File: config.mk
export PLATFORM = sky130hd
export DESIGN_NAME = pipelined_ctrl_decoder_flat
export DESIGN_NICKNAME = d
export VERILOG_FILES = /design/src/rtl/pipelined_ctrl_decoder_if.sv /design/src/rtl/pipelined_ctrl_decoder.sv /design/src/flat_wrapper.sv
export SDC_FILE = /design/constraint.sdc
export NUM_CORES = 1
export LEC_CHECK = 0
export ABC_AREA = 1
export BUFFER_PORTS_ARGS = -buffer_cell sky130_fd_sc_hd__buf_4
export CORE_ASPECT_RATIO = 0.5
export CORE_MARGIN = 4
export CORE_UTILIZATION = 47
export DETAILED_ROUTE_END_ITERATION = 10
export PLACE_DENSITY = 0.8
export REMOVE_ABC_BUFFERS = 1
export SYNTH_ARGS = -nofsm -noshare
export SYNTH_HDL_FRONTEND = slang
export SYNTH_SLANG_ARGS = --single-unit
File: constraint.sdc
create_clock -name clock -period 1.6 [get_ports clock]
set_input_delay 0.24 -clock clock [delete_from_list [all_inputs] [get_ports clock]]
set_output_delay 0.24 -clock clock [all_outputs]
set_load 0.02 [all_outputs]
File: src/rtl/pipelined_ctrl_decoder_if.sv
// Bundle of every non-clock/reset signal of pipelined_ctrl_decoder.
//
// Handshake semantics (both channels): a transfer happens on a rising edge
// where valid & ready are both high. A producer holding valid keeps its payload
// stable until that edge. The decoder's in_ready does not depend on in_valid.
//
// master : fetch/execute/mult-div side (drives insn, out_ready, md_ready...)
// slave  : the decoder itself
//
// Signals
//   flush, in_valid, in_ready, insn        fetch side
//   out_valid, out_ready + decoded fields  execute side
//   md_start, md_is_div, md_ready, md_error, md_exc   mult/div sequencing
//   dbg_state                               decoder FSM state (0=IDLE, 1=MD_WAIT, 2=DRAIN)
interface pipelined_ctrl_decoder_if #(
  parameter int INSN_W  = 32,
  parameter int ALUOP_W = 5,
  parameter int SHAMT_W = 5,
  parameter int REG_W   = 5
);
  logic               flush;
  logic               in_valid;
  logic               in_ready;
  logic [INSN_W-1:0]  insn;
  logic               out_valid;
  logic               out_ready;
  logic               Rwe;
  logic               Rs2;
  logic               ALUinB;
  logic               DMwe;
  logic               Rwd;
  logic [ALUOP_W-1:0] ALUop;
  logic [SHAMT_W-1:0] shiftamt;
  logic [REG_W-1:0]   rd;
  logic [REG_W-1:0]   rs;
  logic [REG_W-1:0]   rt;
  logic [INSN_W-1:0]  imm;
  logic               is_muldiv;
  logic               illegal;
  logic               md_start;
  logic               md_is_div;
  logic               md_ready;
  logic               md_error;
  logic               md_exc;
  logic [1:0]         dbg_state;

  modport master (
    output flush, in_valid, insn, out_ready, md_ready, md_error,
    input  in_ready, out_valid, Rwe, Rs2, ALUinB, DMwe, Rwd, ALUop, shiftamt,
           rd, rs, rt, imm, is_muldiv, illegal, md_start, md_is_div, md_exc,
           dbg_state
  );

  modport slave (
    input  flush, in_valid, insn, out_ready, md_ready, md_error,
    output in_ready, out_valid, Rwe, Rs2, ALUinB, DMwe, Rwd, ALUop, shiftamt,
           rd, rs, rt, imm, is_muldiv, illegal, md_start, md_is_div, md_exc,
           dbg_state
  );
endinterface

File: src/rtl/pipelined_ctrl_decoder.sv
// pipelined_ctrl_decoder
// Registered control decoder between fetch and execute. One decoded bundle is
// held in the output stage under valid/ready. Mult/div instructions are loaded
// into the output stage but only become valid after the mult/div unit answers
// (md_ready) or a timeout of MD_TIMEOUT cycles expires (md_exc forced to 1).
// Unknown encodings produce a bundle with illegal=1 and all control bits zero.
//
// Ports
//   clock  : rising-edge clock
//   reset  : synchronous, active-high; returns every output and the FSM to 0/IDLE
//   bus    : pipelined_ctrl_decoder_if.slave (handshakes, decoded fields,
//            mult/div start/ready exchange, dbg_state)
//
// Interface parameters must match this module's width parameters.
module pipelined_ctrl_decoder #(
  parameter int INSN_W     = 32,
  parameter int ALUOP_W    = 5,
  parameter int SHAMT_W    = 5,
  parameter int REG_W      = 5,
  parameter int IMM_W      = 17,
  parameter int MD_TIMEOUT = 64
) (
  input logic                    clock,
  input logic                    reset,
  pipelined_ctrl_decoder_if.slave bus
);

  typedef enum logic [1:0] {
    IDLE    = 2'd0,
    MD_WAIT = 2'd1,
    DRAIN   = 2'd2
  } state_t;

  localparam int CNT_W = (MD_TIMEOUT > 1) ? $clog2(MD_TIMEOUT) : 1;
  localparam logic [CNT_W-1:0] CNT_LAST = CNT_W'(MD_TIMEOUT - 1);

  state_t             state;
  logic [CNT_W-1:0]   md_cnt;

  // Output-stage registers
  logic               out_valid_q;
  logic               rwe_q, rs2_q, aluinb_q, dmwe_q, rwd_q;
  logic [ALUOP_W-1:0] aluop_q;
  logic [SHAMT_W-1:0] shamt_q;
  logic [REG_W-1:0]   rd_q, rs_q, rt_q;
  logic [INSN_W-1:0]  imm_q;
  logic               is_muldiv_q, illegal_q;
  logic               md_start_q, md_is_div_q, md_exc_q;

  // Combinational decode of the presented instruction
  logic [4:0]         opcode;
  logic [ALUOP_W-1:0] r_aluop;
  logic [SHAMT_W-1:0] r_shamt;
  logic               d_rwe, d_rs2, d_aluinb, d_dmwe, d_rwd;
  logic [ALUOP_W-1:0] d_aluop;
  logic [SHAMT_W-1:0] d_shamt;
  logic               d_md, d_ill, d_is_div;
  logic               accept;

  assign opcode  = bus.insn[INSN_W-1 -: 5];
  assign r_aluop = bus.insn[2 +: ALUOP_W];
  assign r_shamt = bus.insn[7 +: SHAMT_W];

  always_comb begin
    d_rwe    = 1'b0;
    d_rs2    = 1'b0;
    d_aluinb = 1'b0;
    d_dmwe   = 1'b0;
    d_rwd    = 1'b0;
    d_aluop  = '0;
    d_shamt  = '0;
    d_md     = 1'b0;
    d_ill    = 1'b0;
    case (opcode)
      5'b00000: begin
        if (r_aluop <= ALUOP_W'(5)) begin
          d_rwe   = 1'b1;
          d_aluop = r_aluop;
          d_shamt = r_shamt;
        end else if (r_aluop == ALUOP_W'(6) || r_aluop == ALUOP_W'(7)) begin
          d_rwe   = 1'b1;
          d_aluop = r_aluop;
          d_shamt = r_shamt;
          d_md    = 1'b1;
        end else begin
          // Illegal R-type: everything stays zero so nothing is written.
          d_ill = 1'b1;
        end
      end
      5'b00101: begin  // addi
        d_rwe    = 1'b1;
        d_aluinb = 1'b1;
      end
      5'b00111: begin  // sw
        d_rs2    = 1'b1;
        d_aluinb = 1'b1;
        d_dmwe   = 1'b1;
      end
      5'b01000: begin  // lw
        d_rwe    = 1'b1;
        d_aluinb = 1'b1;
        d_rwd    = 1'b1;
      end
      default: d_ill = 1'b1;
    endcase
  end

  assign d_is_div = (r_aluop == ALUOP_W'(7));

  // Only IDLE accepts; flush and reset block acceptance in the same cycle.
  assign bus.in_ready = (state == IDLE) & (~out_valid_q | bus.out_ready) &
                        ~bus.flush & ~reset;
  assign accept = bus.in_valid & bus.in_ready;

  always_ff @(posedge clock) begin
    if (reset) begin
      state       <= IDLE;
      md_cnt      <= '0;
      out_valid_q <= 1'b0;
      rwe_q       <= 1'b0;
      rs2_q       <= 1'b0;
      aluinb_q    <= 1'b0;
      dmwe_q      <= 1'b0;
      rwd_q       <= 1'b0;
      aluop_q     <= '0;
      shamt_q     <= '0;
      rd_q        <= '0;
      rs_q        <= '0;
      rt_q        <= '0;
      imm_q       <= '0;
      is_muldiv_q <= 1'b0;
      illegal_q   <= 1'b0;
      md_start_q  <= 1'b0;
      md_is_div_q <= 1'b0;
      md_exc_q    <= 1'b0;
    end else if (bus.flush) begin
      // Kill whatever is held or in flight; a pending mult/div answer is
      // ignored because MD_WAIT is left here.
      state       <= IDLE;
      md_cnt      <= '0;
      out_valid_q <= 1'b0;
      md_exc_q    <= 1'b0;
      md_start_q  <= 1'b0;
    end else begin
      md_start_q <= 1'b0;
      case (state)
        IDLE: begin
          if (out_valid_q && bus.out_ready) begin
            out_valid_q <= 1'b0;
          end
          if (accept) begin
            rwe_q       <= d_rwe;
            rs2_q       <= d_rs2;
            aluinb_q    <= d_aluinb;
            dmwe_q      <= d_dmwe;
            rwd_q       <= d_rwd;
            aluop_q     <= d_aluop;
            shamt_q     <= d_shamt;
            rd_q        <= bus.insn[22 +: REG_W];
            rs_q        <= bus.insn[17 +: REG_W];
            rt_q        <= bus.insn[12 +: REG_W];
            imm_q       <= {{(INSN_W-IMM_W){bus.insn[IMM_W-1]}}, bus.insn[IMM_W-1:0]};
            is_muldiv_q <= d_md;
            illegal_q   <= d_ill;
            md_exc_q    <= 1'b0;
            if (d_md) begin
              // Fields are loaded now but stay invisible until the result.
              out_valid_q <= 1'b0;
              md_start_q  <= 1'b1;
              md_is_div_q <= d_is_div;
              md_cnt      <= '0;
              state       <= MD_WAIT;
            end else begin
              out_valid_q <= 1'b1;
            end
          end
        end
        MD_WAIT: begin
          if (bus.md_ready) begin
            out_valid_q <= 1'b1;
            md_exc_q    <= bus.md_error;
            md_cnt      <= '0;
            state       <= DRAIN;
          end else if (md_cnt == CNT_LAST) begin
            out_valid_q <= 1'b1;
            md_exc_q    <= 1'b1;
            md_cnt      <= '0;
            state       <= DRAIN;
          end else begin
            md_cnt <= md_cnt + CNT_W'(1);
          end
        end
        DRAIN: begin
          if (out_valid_q && bus.out_ready) begin
            out_valid_q <= 1'b0;
            state       <= IDLE;
          end
        end
        default: state <= IDLE;
      endcase
    end
  end

  assign bus.out_valid = out_valid_q;
  assign bus.Rwe       = rwe_q;
  assign bus.Rs2       = rs2_q;
  assign bus.ALUinB    = aluinb_q;
  assign bus.DMwe      = dmwe_q;
  assign bus.Rwd       = rwd_q;
  assign bus.ALUop     = aluop_q;
  assign bus.shiftamt  = shamt_q;
  assign bus.rd        = rd_q;
  assign bus.rs        = rs_q;
  assign bus.rt        = rt_q;
  assign bus.imm       = imm_q;
  assign bus.is_muldiv = is_muldiv_q;
  assign bus.illegal   = illegal_q;
  assign bus.md_start  = md_start_q;
  assign bus.md_is_div = md_is_div_q;
  assign bus.md_exc    = md_exc_q;
  assign bus.dbg_state = state;

endmodule
File: src/flat_wrapper.sv
// flat-port wrapper written by rule: the top's interface ports become plain ports
module pipelined_ctrl_decoder_flat 
#(
  parameter int INSN_W     = 32,
  parameter int ALUOP_W    = 5,
  parameter int SHAMT_W    = 5,
  parameter int REG_W      = 5,
  parameter int IMM_W      = 17,
  parameter int MD_TIMEOUT = 64
)
  (clock, reset, bus_flush, bus_in_valid, bus_insn, bus_out_ready, bus_md_ready, bus_md_error, bus_in_ready, bus_out_valid, bus_Rwe, bus_Rs2, bus_ALUinB, bus_DMwe, bus_Rwd, bus_ALUop, bus_shiftamt, bus_rd, bus_rs, bus_rt, bus_imm, bus_is_muldiv, bus_illegal, bus_md_start, bus_md_is_div, bus_md_exc, bus_dbg_state);
  pipelined_ctrl_decoder_if #(.INSN_W(INSN_W), .ALUOP_W(ALUOP_W), .SHAMT_W(SHAMT_W), .REG_W(REG_W)) bus_i ();
  input logic clock;
  input logic reset;
  input wire logic [$bits(bus_i.flush)-1:0] bus_flush;
  input wire logic [$bits(bus_i.in_valid)-1:0] bus_in_valid;
  input wire logic [$bits(bus_i.insn)-1:0] bus_insn;
  input wire logic [$bits(bus_i.out_ready)-1:0] bus_out_ready;
  input wire logic [$bits(bus_i.md_ready)-1:0] bus_md_ready;
  input wire logic [$bits(bus_i.md_error)-1:0] bus_md_error;
  output wire logic [$bits(bus_i.in_ready)-1:0] bus_in_ready;
  output wire logic [$bits(bus_i.out_valid)-1:0] bus_out_valid;
  output wire logic [$bits(bus_i.Rwe)-1:0] bus_Rwe;
  output wire logic [$bits(bus_i.Rs2)-1:0] bus_Rs2;
  output wire logic [$bits(bus_i.ALUinB)-1:0] bus_ALUinB;
  output wire logic [$bits(bus_i.DMwe)-1:0] bus_DMwe;
  output wire logic [$bits(bus_i.Rwd)-1:0] bus_Rwd;
  output wire logic [$bits(bus_i.ALUop)-1:0] bus_ALUop;
  output wire logic [$bits(bus_i.shiftamt)-1:0] bus_shiftamt;
  output wire logic [$bits(bus_i.rd)-1:0] bus_rd;
  output wire logic [$bits(bus_i.rs)-1:0] bus_rs;
  output wire logic [$bits(bus_i.rt)-1:0] bus_rt;
  output wire logic [$bits(bus_i.imm)-1:0] bus_imm;
  output wire logic [$bits(bus_i.is_muldiv)-1:0] bus_is_muldiv;
  output wire logic [$bits(bus_i.illegal)-1:0] bus_illegal;
  output wire logic [$bits(bus_i.md_start)-1:0] bus_md_start;
  output wire logic [$bits(bus_i.md_is_div)-1:0] bus_md_is_div;
  output wire logic [$bits(bus_i.md_exc)-1:0] bus_md_exc;
  output wire logic [$bits(bus_i.dbg_state)-1:0] bus_dbg_state;
  assign bus_i.flush = bus_flush;
  assign bus_i.in_valid = bus_in_valid;
  assign bus_i.insn = bus_insn;
  assign bus_i.out_ready = bus_out_ready;
  assign bus_i.md_ready = bus_md_ready;
  assign bus_i.md_error = bus_md_error;
  assign bus_in_ready = bus_i.in_ready;
  assign bus_out_valid = bus_i.out_valid;
  assign bus_Rwe = bus_i.Rwe;
  assign bus_Rs2 = bus_i.Rs2;
  assign bus_ALUinB = bus_i.ALUinB;
  assign bus_DMwe = bus_i.DMwe;
  assign bus_Rwd = bus_i.Rwd;
  assign bus_ALUop = bus_i.ALUop;
  assign bus_shiftamt = bus_i.shiftamt;
  assign bus_rd = bus_i.rd;
  assign bus_rs = bus_i.rs;
  assign bus_rt = bus_i.rt;
  assign bus_imm = bus_i.imm;
  assign bus_is_muldiv = bus_i.is_muldiv;
  assign bus_illegal = bus_i.illegal;
  assign bus_md_start = bus_i.md_start;
  assign bus_md_is_div = bus_i.md_is_div;
  assign bus_md_exc = bus_i.md_exc;
  assign bus_dbg_state = bus_i.dbg_state;
  pipelined_ctrl_decoder #(.INSN_W(INSN_W), .ALUOP_W(ALUOP_W), .SHAMT_W(SHAMT_W), .REG_W(REG_W), .IMM_W(IMM_W), .MD_TIMEOUT(MD_TIMEOUT)) u_core (.clock(clock), .reset(reset), .bus(bus_i));
endmodule
==> flow_summary.toml, run 1 <==
[status]
status = "complete, no violations"

[grt]
grt_pass1_wl_um = 9290
overflow = 0
grt_pass1_vias = 2094
grt_usage = 0.180
grt_max_degree = 39
antenna_found_initial = 0

[worst_setup_path]
reg2reg_to = "u_core.md_cnt[1]"
crit_start = "u_core.bus.dbg_state[1]"
critPathKind = "reg2out"
regToRegStartpoint = "u_core.bus.dbg_state[0]"
r2r_cells = 8
rrSetupSlack_ps = 120
cp_max_fo = 5
cp_data_arrival_time_ps = 1290
cp-end-kind = "output pin"
start_kind = "flip-flop"
critPathCapture = "bus_in_ready"
cp.required_ps = 1360

[routing]
via_per_inst = 4.83
drt_first_iter_violations = 96
drt-pass1-iter-count = 5
wirelength_um = 6110
antenna_left = 0
vias = 2399
avgRoutedWirePerCell_um = 12.3
drc = 0

[power]
powerDensity_mw_per_mm2 = 786
power_mw = 2.64
intPower_mw = 1.92
pwr-share-comb = 0.164
vdd_drop_max_uv = 421
p_clk_frac = 0.291
leakage_nw = 1.53
power_switching_mw = 0.726
seq_power_share = 0.545
netSwitchingFraction = 0.275

[cts]
hold_buffers = 0
clock_path_buffers = 2
cts_tree = "yes"
cts-root-buf = "clkbuf_8"
clk_latency_ps = 320
cts_buffers = 5
htree_levels = 2
cts_sinks = 55
cts.clk_slew.worst_paths_ps = 100

[placement]
hpwl_um = 4820
place_ws_ps = -15.4
portBuffers = 109
gp_congestion = 0.865
dpl-instance-area_sq_mm = 0.00323
placedCellCount = 488

[floorplanning]
ios = 110
row_count = 18
die_area_sq_mm = 0.00653
start_util = 0.492
dieHeight_um = 59.2
die_w_um = 110
core_sq_mm = 0.00500

[synth]
synthCells = 332
ys_top_cells_by_count = "nor2_1, dfxtp_1, nand2_1"
yosysWarnings = 0
ys_ff_latch = 55
synth_edf_count = 0
ys_seq_area_frac = 0.448
syn_area_sq_mm = 0.00246
synthTopCellsByArea = "dfxtp_1, nor2_1, nand2_1"
ys.flop_type = "dfxtp_1"
yosys.area.top_type_share = 0.448
synth_top_area_cell = "dfxtp_1"
synthArstFlopShare = 0
synth.most_common_cell = "nor2_1"
syn-mean-instance-area_sq_um = 7.41
yosys.cell_types.count = 26

[timing]
post-route-min-period_ps = 1530
fmax_mhz = 652
fin_hold_ws_ps = 170
drv_slew = 0
slew-limit-headroom = 0.637
worstMarginPinSlew_ps = 543
timing.final.ws_setup_ps = 67.1
skew_ps = 8.37
setup_viol = 0
post-route-period-util = 0.958
setup_tns_ps = 0
final-hold-violation-count = 0

[layout]
final_cell_area_sq_mm = 0.00336
regArea_sq_mm = 0.00110
multi_input_area_sq_mm = 0.00106
nets = 471
area_delta_synth_final_pct = 36.6
finalNonFillerCells = 497
fillerInstances = 444
antennaDiodeCount = 0
fin_util = 0.672
drive_above_1_share = 0.335

[worst_hold_path]
hp-class = "in2reg"

[run]
maxCapViolCount = 0
-- worst max-delay path: stages (launching register included) --
cell     delay, ps
dfxtp_4        370
inv_4           70
ha_4           170
inv_2           50
nor3_2         170
buf_4          160
-- worst min path at each step --
stage | depth (start not counted) | endpoint | slack, ps | start
detailed placement | 2 | u_core.bus.md_exc | 440 | u_core.bus.md_exc
CTS | 3 | u_core.bus.rt[4] | 160 | bus_insn[16]
global route | 3 | u_core.bus.imm[15] | 180 | bus_insn[15]
global placement | 2 | u_core.bus.md_exc | 430 | u_core.bus.md_exc
floorplan | 1 | u_core.bus.ALUop[1] | 310 | reset
finish | 3 | u_core.bus.rt[4] | 170 | bus_insn[16]
-- cell type report --
cell class | count | area share
Timing Repair Buffer | 119 | 0.270
Sequential cell | 55 | 0.329
Clock buffer | 5 | 0.0205
Clock inverter | 3 | 0.00596
Tap cell | 70 | 0.0261
Inverter | 28 | 0.0324
Multi-Input combinational cell | 217 | 0.317
-- metal layers --
| metal | part of all wire | GRT usage | up-vias |
|---|---|---|---|
| li1 | - | - | 1231 |
| met1 | 0.40 | 0.196 | 1118 |
| met2 | 0.55 | 0.350 | 43 |
| met3 | 0.038 | 0.0337 | 7 |
| met4 | 0.013 | 0.0684 | 0 |
| met5 | 0 | 0 | - |
-- power groups by stage --
stage | Clock (mW) | Combinational [mW] | Sequential, mW
floorplan | 0 | 0.108 | 1.56
global placement | 0 | 0.428 | 1.47
detailed placement | 0 | 0.435 | 1.47
CTS | 0.792 | 0.436 | 1.44
global route | 0.847 | 0.469 | 1.45
finish | 0.768 | 0.433 | 1.44
-- sequential cells by signal, summed over array words and instances (netlist names), 2 cells and up --
register / cells
u_core.bus.imm: 16
u_core.md_cnt: 6
u_core.bus.rd: 5
u_core.bus.rs: 5
u_core.bus.dbg_state: 2
u_core.bus.shiftamt: 5
u_core.bus.ALUop: 5
-- cells in the final DEF, fill, tap and decap left out, types with 2 or more instances in the layout --
cell / synthesis / routed
o21ai_0: 32 / 31
clkinvlp_4: 0 / 2
a21oi_1: 27 / 26
dfxtp_1: 55 / 54
a21oi_2: 1 / 2
nand2_1: 53 / 53
nor3_1: 6 / 5
o21ai_1: 1 / 2
clkbuf_8: 0 / 5
ha_1: 6 / 5
nor2_1: 67 / 66
buf_4: 24 / 118
clkinv_2: 1 / 2
inv_1: 26 / 22
nand4_1: 6 / 6
nand3_1: 9 / 9
inv_2: 1 / 4
-- cell families after synthesis --
kind of cell    Yosys count  synth area share
simple gates            146             0.254
compound gates           64             0.134
buf+inv                  60             0.130
flops                    55             0.448
fa+ha+maj                 6            0.0305
xor+xnor                  1           0.00356
-- timing repair --
| item | in CTS | in global routing |
|---|---|---|
| endpoints found under the hold margin | 0 | 0 |
| resized for setup | 6 | 7 |
| pin swaps | 0 | 1 |
| endpoints found under the setup margin | 7 | 11 |
| setup buffers | 0 | 1 |
Note: power is estimated with default switching activity, not from simulation.
==> run 2, diff against run 1 <==
--- a/config.mk
+++ b/config.mk
@@ -7,11 +7,11 @@
 export LEC_CHECK = 0
 export ABC_AREA = 1
 export BUFFER_PORTS_ARGS = -buffer_cell sky130_fd_sc_hd__buf_4
-export CORE_ASPECT_RATIO = 0.5
+export CORE_ASPECT_RATIO = 1.25
 export CORE_MARGIN = 4
 export CORE_UTILIZATION = 47
 export DETAILED_ROUTE_END_ITERATION = 10
-export PLACE_DENSITY = 0.8
+export PLACE_DENSITY = 0.91
 export REMOVE_ABC_BUFFERS = 1
 export SYNTH_ARGS = -nofsm -noshare
 export SYNTH_HDL_FRONTEND = slang
==> run 2 against run 1 <==
  * Global-route usage is 2.1 points higher
  * Critical path type unchanged
  * Core utilization is 1.1 points higher
  * Via count is 6.1% higher
==> flow_summary.toml, run 2 (synthesized netlist as in run 1, its figures left out) <==
[layout]
layout_common_cells = "buf_4, nor2_1, dfxtp_1"
finalNonFillerCells = 497
antennaDiodeCount = 0
area_delta_synth_final_pct = 41.1
drive_above_1_share = 0.356
final_common_cell = "buf_4"
nets = 479
largest_reg_flops = 16

[worst_setup_path]
cp_data_arrival_time_ps = 1350
cp-end-kind = "output pin"
slowest_stage = "dfxtp_2"
cpMostUsedCell = "buf_6"
start_kind = "flip-flop"
max_stage_delay_ps = 330
cp_max_fo = 4
cp.required_ps = 1360
crit_family = "buffers and inverters"
critPathKind = "reg2out"
cp_cell_sequence = "inv_2 -> ha_4 -> buf_6 -> inv_4 -> nor3_4 -> buf_6"
worst-path-buf-inv = 4

[routing]
wirelength_um = 6670
vias = 2546
avgRoutedWirePerCell_um = 13.4
drt-pass1-iter-count = 5
antenna_left = 0
drt_first_iter_violations = 121
drc = 0
via_per_inst = 5.12

[timing]
slew-limit-headroom = 0.662
rsz0062_at_grt = "true"
worstMarginPinSlew_ps = 506
drv_slew = 0
fin_hold_ws_ps = 185
fmax_mhz = 627
final-hold-violation-count = 0
setup_tns_ps = 0
skew_ps = 4.74
post-route-min-period_ps = 1590
setup_viol = 0
post-route-period-util = 0.997

[floorplanning]
dieHeight_um = 88.9
die_w_um = 72.7
start_util = 0.484
die_area_sq_mm = 0.00646
row_count = 29
ios = 110
core_sq_mm = 0.00508

[grt]
overflow = 0
grt_pass1_vias = 2374
antenna_found_initial = 0
grt_pass1_wl_um = 10300
grt_max_degree = 25
grt_usage = 0.201

[run]
maxCapViolCount = 0

[cts]
hold_buffers = 0
clock_path_buffers = 2
cts-root-buf = "clkbuf_8"
cts_sinks = 55
cts_tree = "yes"
clk_latency_ps = 310
cts.clk_slew.worst_paths_ps = 100
cts_buffers = 5
htree_levels = 2

[placement]
gp_congestion = 0.872
placedCellCount = 485
hpwl_um = 5150
portBuffers = 109

[status]
status = "complete, no violations"

[power]
leakage_nw = 1.58
vdd_drop_max_uv = 467
power_mw = 2.73
powerDensity_mw_per_mm2 = 785

[worst_hold_path]
hp-class = "in2reg"
-- run 2: layer usage --
layer  GRT usage  up-vias  routed length (um)
met2       0.363      133                3300
met1       0.223     1140                2560
met5           0        -                   0
met4      0.0923        0                 169
met3      0.0432       21                 638
li1            -     1252                   -
-- run 2: metrics by stage --
step | utilization | setup WS (ps) | area (sq um)
finish | 0.683 | 5.55 | 3470
CTS | 0.670 | 25.4 | 3400
floorplan | - | -1220 | 2250
detailed placement | 0.644 | 67.4 | 3270
global route | 0.683 | -58.6 | 3470
global placement | 0.644 | 126 | 3270
-- run 2: what timing repair did --
| action | 4_1_cts | 5_1_grt |
|---|---|---|
| pin swaps | 2 | 2 |
| setup buffers | 1 | 3 |
| gates cloned | 0 | 0 |
| resized for setup | 6 | 15 |
| endpoints found under the setup margin | 1 | 13 |
| endpoints found under the hold margin | 0 | 0 |
-- run 2: worst paths after layout --
| check | startpoint | end | slack, ps | cells past startpoint |
|---|---|---|---|---|
| max | u_core.bus.dbg_state[0] | bus_in_ready | 6 | 6 |
| min | bus_insn[20] | u_core.bus.rs[3] | 180 | 3 |
| max reg2reg | u_core.bus.dbg_state[0] | u_core.md_cnt[1] | 80 | 8 |
| min reg2reg | u_core.bus.ALUop[3] | u_core.bus.ALUop[3] | 450 | 2 |
-- run 2: report_power, final --
part | leakage, nW | internal (mW) | total, mW | switching (mW)
sequential | 0.448 | 1.41 | 1.44 | 0.0281
clock | 0.0505 | 0.394 | 0.834 | 0.439
combinational | 1.08 | 0.208 | 0.451 | 0.244
total | 1.58 | 2.01 | 2.73 | 0.711
-- run 2: tightest hold or removal path, stage by stage --
cell and delay (ps):
buf_4 80, o21ai_0 70, nor2_1 80
-- run 2: cell type report --
cell class / instances / area, sq um
Inverter: 28 / 111
Timing Repair Buffer: 127 / 990
Tap cell: 62 / 77.6
Sequential cell: 55 / 1100
Clock buffer: 7 / 96.3
Fill cell: 411 / 1610
Clock inverter: 1 / 7.51
Multi-Input combinational cell: 217 / 1080
